[src/rtl/regbus_host_pkg.sv]
// Shared opcodes, status codes, FSM encoding and byte helper for regbus_host.
package regbus_host_pkg;

  // Command opcodes (first byte of a frame)
  localparam logic [7:0] OpRead  = 8'h00;
  localparam logic [7:0] OpWrite = 8'h01;

  // Response status codes (first byte of a response)
  localparam logic [7:0] StatusOk      = 8'h00;
  localparam logic [7:0] StatusBusErr  = 8'h01;
  localparam logic [7:0] StatusTimeout = 8'h02;
  localparam logic [7:0] StatusBadOp   = 8'h03;

  typedef enum logic [2:0] {
    StIdle,
    StAddr,
    StWdata,
    StReq,
    StWait,
    StStatus,
    StRdata
  } state_e;

  // Big-endian byte select: idx 0 returns bits 31:24.
  function automatic logic [7:0] be_byte(input logic [31:0] word, input logic [1:0] idx);
    logic [7:0] b;
    case (idx)
      2'd0:    b = word[31:24];
      2'd1:    b = word[23:16];
      2'd2:    b = word[15:8];
      default: b = word[7:0];
    endcase
    return b;
  endfunction

endpackage

[src/rtl/regbus_host.sv]
// Byte-stream to register-bus bridge: decodes read/write command frames from rx,
// runs one register-bus transaction with timeout, and returns status (+ read data) on tx.
module regbus_host
  import regbus_host_pkg::*;
#(
  // Max cycles spent in WAIT without regack; must be >= 1.
  parameter int unsigned TIMEOUT = 1023
) (
  input  logic        clk,
  input  logic        rst,
  input  logic [7:0]  rxdata,
  input  logic        rxvalid,
  output logic        rxready,
  output logic [7:0]  txdata,
  output logic        txvalid,
  input  logic        txready,
  output logic        regreq,
  output logic        regwr,
  output logic [11:0] regaddr,
  output logic [31:0] regwdata,
  input  logic        regack,
  input  logic        regerr,
  input  logic [31:0] regrdata,
  output logic        busy
);

  // Counter only has to reach TIMEOUT-1: the last WAIT cycle is the one where it equals that.
  localparam int unsigned     CntW    = (TIMEOUT > 1) ? $clog2(TIMEOUT) : 1;
  localparam logic [CntW-1:0] CntLast = CntW'(TIMEOUT - 1);

  state_e          state_q, state_d;
  logic            wr_q, wr_d;
  logic [11:0]     addr_q, addr_d;
  logic [31:0]     wdata_q, wdata_d;
  logic [31:0]     rdata_q, rdata_d;
  logic [7:0]      status_q, status_d;
  logic [1:0]      idx_q, idx_d;
  logic [CntW-1:0] cnt_q, cnt_d;

  // Bus request fields come straight from registers so they hold through REQ and WAIT.
  assign regwr    = wr_q;
  assign regaddr  = addr_q;
  assign regwdata = wdata_q;
  assign busy     = (state_q != StIdle);

  // Next-state, datapath updates and handshake outputs
  always_comb begin
    state_d  = state_q;
    wr_d     = wr_q;
    addr_d   = addr_q;
    wdata_d  = wdata_q;
    rdata_d  = rdata_q;
    status_d = status_q;
    idx_d    = idx_q;
    cnt_d    = cnt_q;
    rxready  = 1'b0;
    txvalid  = 1'b0;
    txdata   = 8'h00;
    regreq   = 1'b0;

    unique case (state_q)
      StIdle: begin
        rxready = 1'b1;
        if (rxvalid) begin
          idx_d = 2'd0;
          if (rxdata == OpRead || rxdata == OpWrite) begin
            wr_d    = (rxdata == OpWrite);
            state_d = StAddr;
          end else begin
            status_d = StatusBadOp;
            state_d  = StStatus;
          end
        end
      end

      StAddr: begin
        rxready = 1'b1;
        if (rxvalid) begin
          if (idx_q == 2'd0) begin
            // High address byte: only its low nibble is kept.
            addr_d = {rxdata[3:0], addr_q[7:0]};
            idx_d  = 2'd1;
          end else begin
            addr_d  = {addr_q[11:8], rxdata};
            idx_d   = 2'd0;
            state_d = wr_q ? StWdata : StReq;
          end
        end
      end

      StWdata: begin
        rxready = 1'b1;
        if (rxvalid) begin
          wdata_d = {wdata_q[23:0], rxdata};
          idx_d   = idx_q + 2'd1;
          if (idx_q == 2'd3) begin
            state_d = StReq;
          end
        end
      end

      StReq: begin
        regreq  = 1'b1;
        cnt_d   = '0;
        state_d = StWait;
      end

      StWait: begin
        // Ack wins over timeout when both land in the same cycle.
        if (regack) begin
          status_d = regerr ? StatusBusErr : StatusOk;
          if (!wr_q) begin
            rdata_d = regrdata;
          end
          state_d = StStatus;
        end else if (cnt_q == CntLast) begin
          status_d = StatusTimeout;
          state_d  = StStatus;
        end else begin
          cnt_d = cnt_q + CntW'(1);
        end
      end

      StStatus: begin
        txvalid = 1'b1;
        txdata  = status_q;
        if (txready) begin
          idx_d   = 2'd0;
          state_d = (status_q == StatusOk && !wr_q) ? StRdata : StIdle;
        end
      end

      StRdata: begin
        txvalid = 1'b1;
        txdata  = be_byte(rdata_q, idx_q);
        if (txready) begin
          idx_d = idx_q + 2'd1;
          if (idx_q == 2'd3) begin
            state_d = StIdle;
          end
        end
      end

      default: begin
        state_d = StIdle;
      end
    endcase
  end

  // FSM state register
  always_ff @(posedge clk) begin
    if (rst) begin
      state_q <= StIdle;
    end else begin
      state_q <= state_d;
    end
  end

  // Transaction datapath registers
  always_ff @(posedge clk) begin
    if (rst) begin
      wr_q     <= 1'b0;
      addr_q   <= '0;
      wdata_q  <= '0;
      rdata_q  <= '0;
      status_q <= '0;
      idx_q    <= '0;
      cnt_q    <= '0;
    end else begin
      wr_q     <= wr_d;
      addr_q   <= addr_d;
      wdata_q  <= wdata_d;
      rdata_q  <= rdata_d;
      status_q <= status_d;
      idx_q    <= idx_d;
      cnt_q    <= cnt_d;
    end
  end

endmodule

[config.mk]
export PLATFORM = sky130hd
export DESIGN_NAME = regbus_host
export DESIGN_NICKNAME = d
export VERILOG_FILES = /design/src/rtl/regbus_host_pkg.sv /design/src/rtl/regbus_host.sv
export SDC_FILE = /design/constraint.sdc
export NUM_CORES = 1
export LEC_CHECK = 0
export ABC_AREA = 0
export CAP_MARGIN = 20
export CELL_PAD_IN_SITES_DETAIL_PLACEMENT = 0
export CELL_PAD_IN_SITES_GLOBAL_PLACEMENT = 1
export CORE_MARGIN = 1
export CORE_UTILIZATION = 35
export DETAILED_ROUTE_END_ITERATION = 10
export GPL_ROUTABILITY_DRIVEN = 0
export GPL_TIMING_DRIVEN = 0
export PLACE_DENSITY_LB_ADDON = 0.05
export SYNTH_ARGS = -nofsm -noshare
export SYNTH_HDL_FRONTEND = slang
export SYNTH_SLANG_ARGS = --single-unit
[constraint.sdc]
create_clock -name clk -period 3.7 [get_ports clk]
set_input_delay 0.74 -clock clk [delete_from_list [all_inputs] [get_ports clk]]
set_output_delay 0.74 -clock clk [all_outputs]
set_load 0.005 [all_outputs]
Yosys cells after proc, flatten, opt, wreduce, memory -nomap -nowiden

Index checks and enable logic that the tools add are counted.

Flip-flop bits (word level): 100
Input port bits: 46
Logic and storage cells: 93

Add/sub/neg operators: 2
Equal/unequal tests: 23
Multiplexer cells: 35
Bitwise logic cells: 2
Reductions and logical operators: 22

Operators by type and width:

| operator                                      | count |
|---|---|
| 2-to-1 mux 3 bit                              | 12 |
| 2-to-1 mux 8 bit                              | 4 |
| case mux 8 bit (2 select lines)               | 2 |
| case mux 8 bit (3 select lines)               | 1 |
| inequality test 2 bit, second input constant  | 11 |
| case mux 3 bit (7 select lines)               | 1 |
| 2-to-1 mux 10 bit                             | 2 |
| case mux 10 bit (2 select lines)              | 1 |
| zero test 8 bit                               | 2 |
| AND reduction 3 bit                           | 5 |
| adder 10 x 1 -> 10 bit, second input constant | 1 |
| == test 10 bit, second input constant         | 1 |
| 2-to-1 mux 2 bit                              | 5 |
| case mux 2 bit (5 select lines)               | 1 |
| == test 3 bit, second input constant          | 3 |
| AND reduction 9 bit                           | 1 |
| == test 8 x 1 -> 1 bit, second input constant | 1 |
| == test 3 x 2 -> 1 bit, second input constant | 2 |
| 2-to-1 mux 1 bit                              | 6 |
| AND reduction 6 bit                           | 1 |
| nonzero test 5 bit                            | 1 |
| == test 2 bit, second input constant          | 2 |
| AND reduction 4 bit                           | 1 |
| nonzero test 2 bit                            | 2 |
| 14 further kinds                              | 15 |

Depth between registers and ports, before layout

Depth after elaboration: 5
Mapped depth: 8

Least setup slack after synthesis

OpenSTA, ideal clock, no wires.

Path type: register -> output
From: register idx_q[0]
To: output port txdata[0]
Arrival time: 1477 ps
Data required time: 2960 ps
Setup slack: 1483 ps
Cell stages (with the launch flop): 8
Cell sequence: dfxtp_1 inv_1 ha_1 clkbuf_1 a222oi_1 nor2_1 a21oi_1 o32ai_1

Word-level cells in the longest chain between the ends: 3
Elaborated cells between the ends (all ways): 5

RTL lines:

| element                                     | RTL line              | source |
|---|---|---|
| start, declared                             | regbus_host.sv:37     | `logic [1:0] idx_q, idx_d;` |
| start signal, assigned                      | regbus_host.sv:175    | `idx_q <= idx_d;` |
| == test 2 bit, or another cell as far along | regbus_host_pkg.sv:27 | `case (idx)` |
| case mux 8 bit (3 select lines) *           | regbus_host_pkg.sv:27 |  |
| case mux 8 bit (2 select lines) *           | regbus_host.sv:61     | `unique case (state_q)` |
| end, declared                               | regbus_host.sv:14     | `output logic [7:0] txdata,` |

Every way passes the cells marked *; elsewhere a longest branch is shown, timed or not.

Final worst setup path

From: register idx_q[0]
To: output port txdata[1]

Same word-level chain as after synthesis.

==> results.json <==
{
  "cts_buffers": 9,
  "gr-max-usage-layer": "met2",
  "max_stage_delay_ps": 550,
  "rsz0062_at_grt": "no",
  "overflow": 0,
  "synth_cells": 506,
  "synthesis.area_um2": 4050,
  "io_buffers": 102,
  "stdcell_count": 763,
  "cts.sinks": 94,
  "leakagePower_nw": 1.89,
  "grt_pass1_vias": 3704,
  "clockBufferDepth": 2,
  "synth.yosys.warnings": 0,
  "synth_top_area_share_pct": 46.5,
  "cts-root-buf": "clkbuf_16",
  "slew_headroom_pct": 42.1,
  "critPathMaxFanout": 10,
  "dieHeight_um": 110,
  "arrival_ps": 2590,
  "drc": 0,
  "detailroute.via_count": 3892,
  "viasPerCell": 5.10,
  "grt_usage_pct": 19.8,
  "place_ws_ps": 692,
  "insertion_delay_ps": 330,
  "core-area_um2": 11000,
  "fin_nets": 671,
  "critical_path_class": "flop to output port",
  "period_needed_ps": 3330,
  "ys_types": 48,
  "hp-class": "flop to flop",
  "dr.pass1.iters": 4,
  "holdBufCountCts": 0,
  "grt_util_met1_pct": 24.0,
  "use_met3_pct": 3.97,
  "crit_path_cell_trace": "inv_1 > ha_1 > clkbuf_1 > a222oi_1 > nor2_1 > a21oi_1 > o32ai_1 > clkdlybuf4s50_1",
  "synth.ff_latch_count": 94,
  "synth-main-ff-cell": "dfxtp_1",
  "area_delta_synth_final_pct": 38.0,
  "max_freq_mhz": 301,
  "worst_ep_required_time_ps": 2960,
  "htreeDepth": 3,
  "grtUsageMet2_pct": 34.8,
  "worst_setup_path_start_kind": "flop",
  "start_util_pct": 36.7,
  "io_pins": 103,
  "grt_max_degree": 17,
  "grt_pass1_wl_um": 18200,
  "cts_tree": "done",
  "routed_wl_um": 11400,
  "crit_path_top_delay_cell": "clkdlybuf4s50_1",
  "avgSynthCellArea_um2": 7.99,
  "netlist_top_cells_area": "dfxtp_1, nand2_1, a21oi_1",
  "synth-edff-count": 0,
  "min_period_over_period_pct": 89.9,
  "ant_nets": 0,
  "fin_skew_ps": 9.86,
  "worstMarginPinSlew_ps": 861,
  "initialDrtViolationCount": 174,
  "syn_nets": 558,
  "cts_resized": 0,
  "die_width_um": 110,
  "synth_seq_area_share_pct": 46.5,
  "fin_ws_ps": 374,
  "total_power_mw": 2.96,
  "max_cap_violations": 0,
  "end_kind": "output port",
  "drive_above_1_share_pct": 4.82,
  "crit_buf_inv": 3,
  "holdCritStartpoint": "regwdata[24]$_SDFFE_PP0P_",
  "hpwl_um": 8640,
  "status": "finished clean",
  "final_max_slew_viol_count": 0,
  "n_antenna_cell": 0,
  "tns_ps": 0,
  "startpoint": "idx_q[0]$_SDFFE_PP0P_",
  "setup_viol": 0,
  "wl_per_cell_um": 15.0,
  "hold_viol": 0,
  "antenna_found_initial": 0,
  "r2r_start": "state_q[1]$_SDFFE_PP0P_",
  "peakVddDrop_mv": 0.247,
  "cts_setup_buffers": 0,
  "yosysTopAreaCell": "dfxtp_1",
  "path_clk_slew_ps": 70,
  "dieArea_um2": 12000,
  "cp_top_family": "buffers and inverters",
  "async_reset_ff_share_pct": 0,
  "place_inst": 748,
  "fp-row-count": 38,
  "powerDensity_nw_per_um2": 529
}
-- final timing paths --
kind	endpoint	cells after the start	slack [ps]
setup / recovery	txdata[1]	8	370
hold / removal	regwdata[24]$_SDFFE_PP0P_	2	450
setup reg to reg	rdata_q[4]$_SDFFE_PP0P_	7	1570
hold reg to reg	regwdata[24]$_SDFFE_PP0P_	2	450
-- cells in the final DEF (no fill, tap or decap), types with 5 or more instances in the layout --
cell,synthesis,layout
a222oi_1,8,8
inv_1,9,9
a21oi_1,85,85
dfxtp_1,94,94
o32ai_1,7,7
nand2_1,141,141
clkbuf_16,0,9
clkdlybuf4s50_1,0,102
o31ai_1,5,5
nor2_1,34,34
nor4_1,5,5
buf_2,7,7
clkbuf_1,27,27
ha_1,6,6
nand3_1,5,5
mux2i_1,14,14
-- flip-flops by register name (all words and copies together), names as in the netlist --
register / count
regaddr: 12
state_q: 3
idx_q: 2
rdata_q: 32
cnt_q: 10
status_q: 2
regwdata: 32
regwr: 1
-- layer usage --
layer  part of all wire, %  vias up
met5                     0        -
met2                    50      102
met4                   1.4        0
met3                   3.9       13
li1                      -     1987
met1                    44     1790
-- stage by stage --
step / hold WS (ps) / util [%] / area, µm²
detailed placement: 447 / 47.5 / 5240
global route: 470 / 50.6 / 5580
floorplan: 436 / - / 4050
CTS: 456 / 50.6 / 5580
finish: 453 / 50.6 / 5580
global placement: 441 / 47.5 / 5240
-- Yosys cell counts, drive strengths merged, types with 4 or more instances --
| cell | count |
|---|---|
| nand2 | 141 |
| nor3 | 5 |
| a222oi | 8 |
| o31ai | 5 |
| nor4 | 5 |
| dfxtp | 94 |
| inv | 11 |
| nor2b | 4 |
| or4 | 4 |
| nand4 | 5 |
| or3 | 4 |
| buf | 8 |
| clkbuf | 27 |
| o32ai | 7 |
| nand2b | 4 |
| a21oi | 85 |
| ha | 6 |
| mux2i | 14 |
| nand3 | 6 |
| nor2 | 34 |
-- cell families (layout without fill, tap and decap cells) --
group,after synthesis,in the layout,synth area share [%]
compound gates,127,127,19.4
fa+ha+maj,6,6,1.86
buf+inv,46,163,4.55
flops,94,94,46.5
mux,14,14,3.46
simple gates,219,219,24.2
-- report_power, final --
group	internal (mW)	total [mW]	switching, mW
Combinational	0.293	0.737	0.444
Sequential	1.10	1.16	0.0598
Clock	0.663	1.06	0.396
-- tightest hold or removal path, cell delays in order (launching register included) --
cell	delay, ps
dfxtp_1	310
nand2_1	50
a21oi_1	50
-- area by class of cell --
type / count / area, µm²
fill: 1128 / 5450
multi-input combinational: 366 / 1980
sequential: 94 / 1880
timing repair buffer: 102 / 1020
clock buffer: 9 / 225
tap: 140 / 175
buffer: 35 / 140
clock inverter: 6 / 116
inverter: 11 / 43.8
No activity file was read; power rests on OpenSTA's default activity.
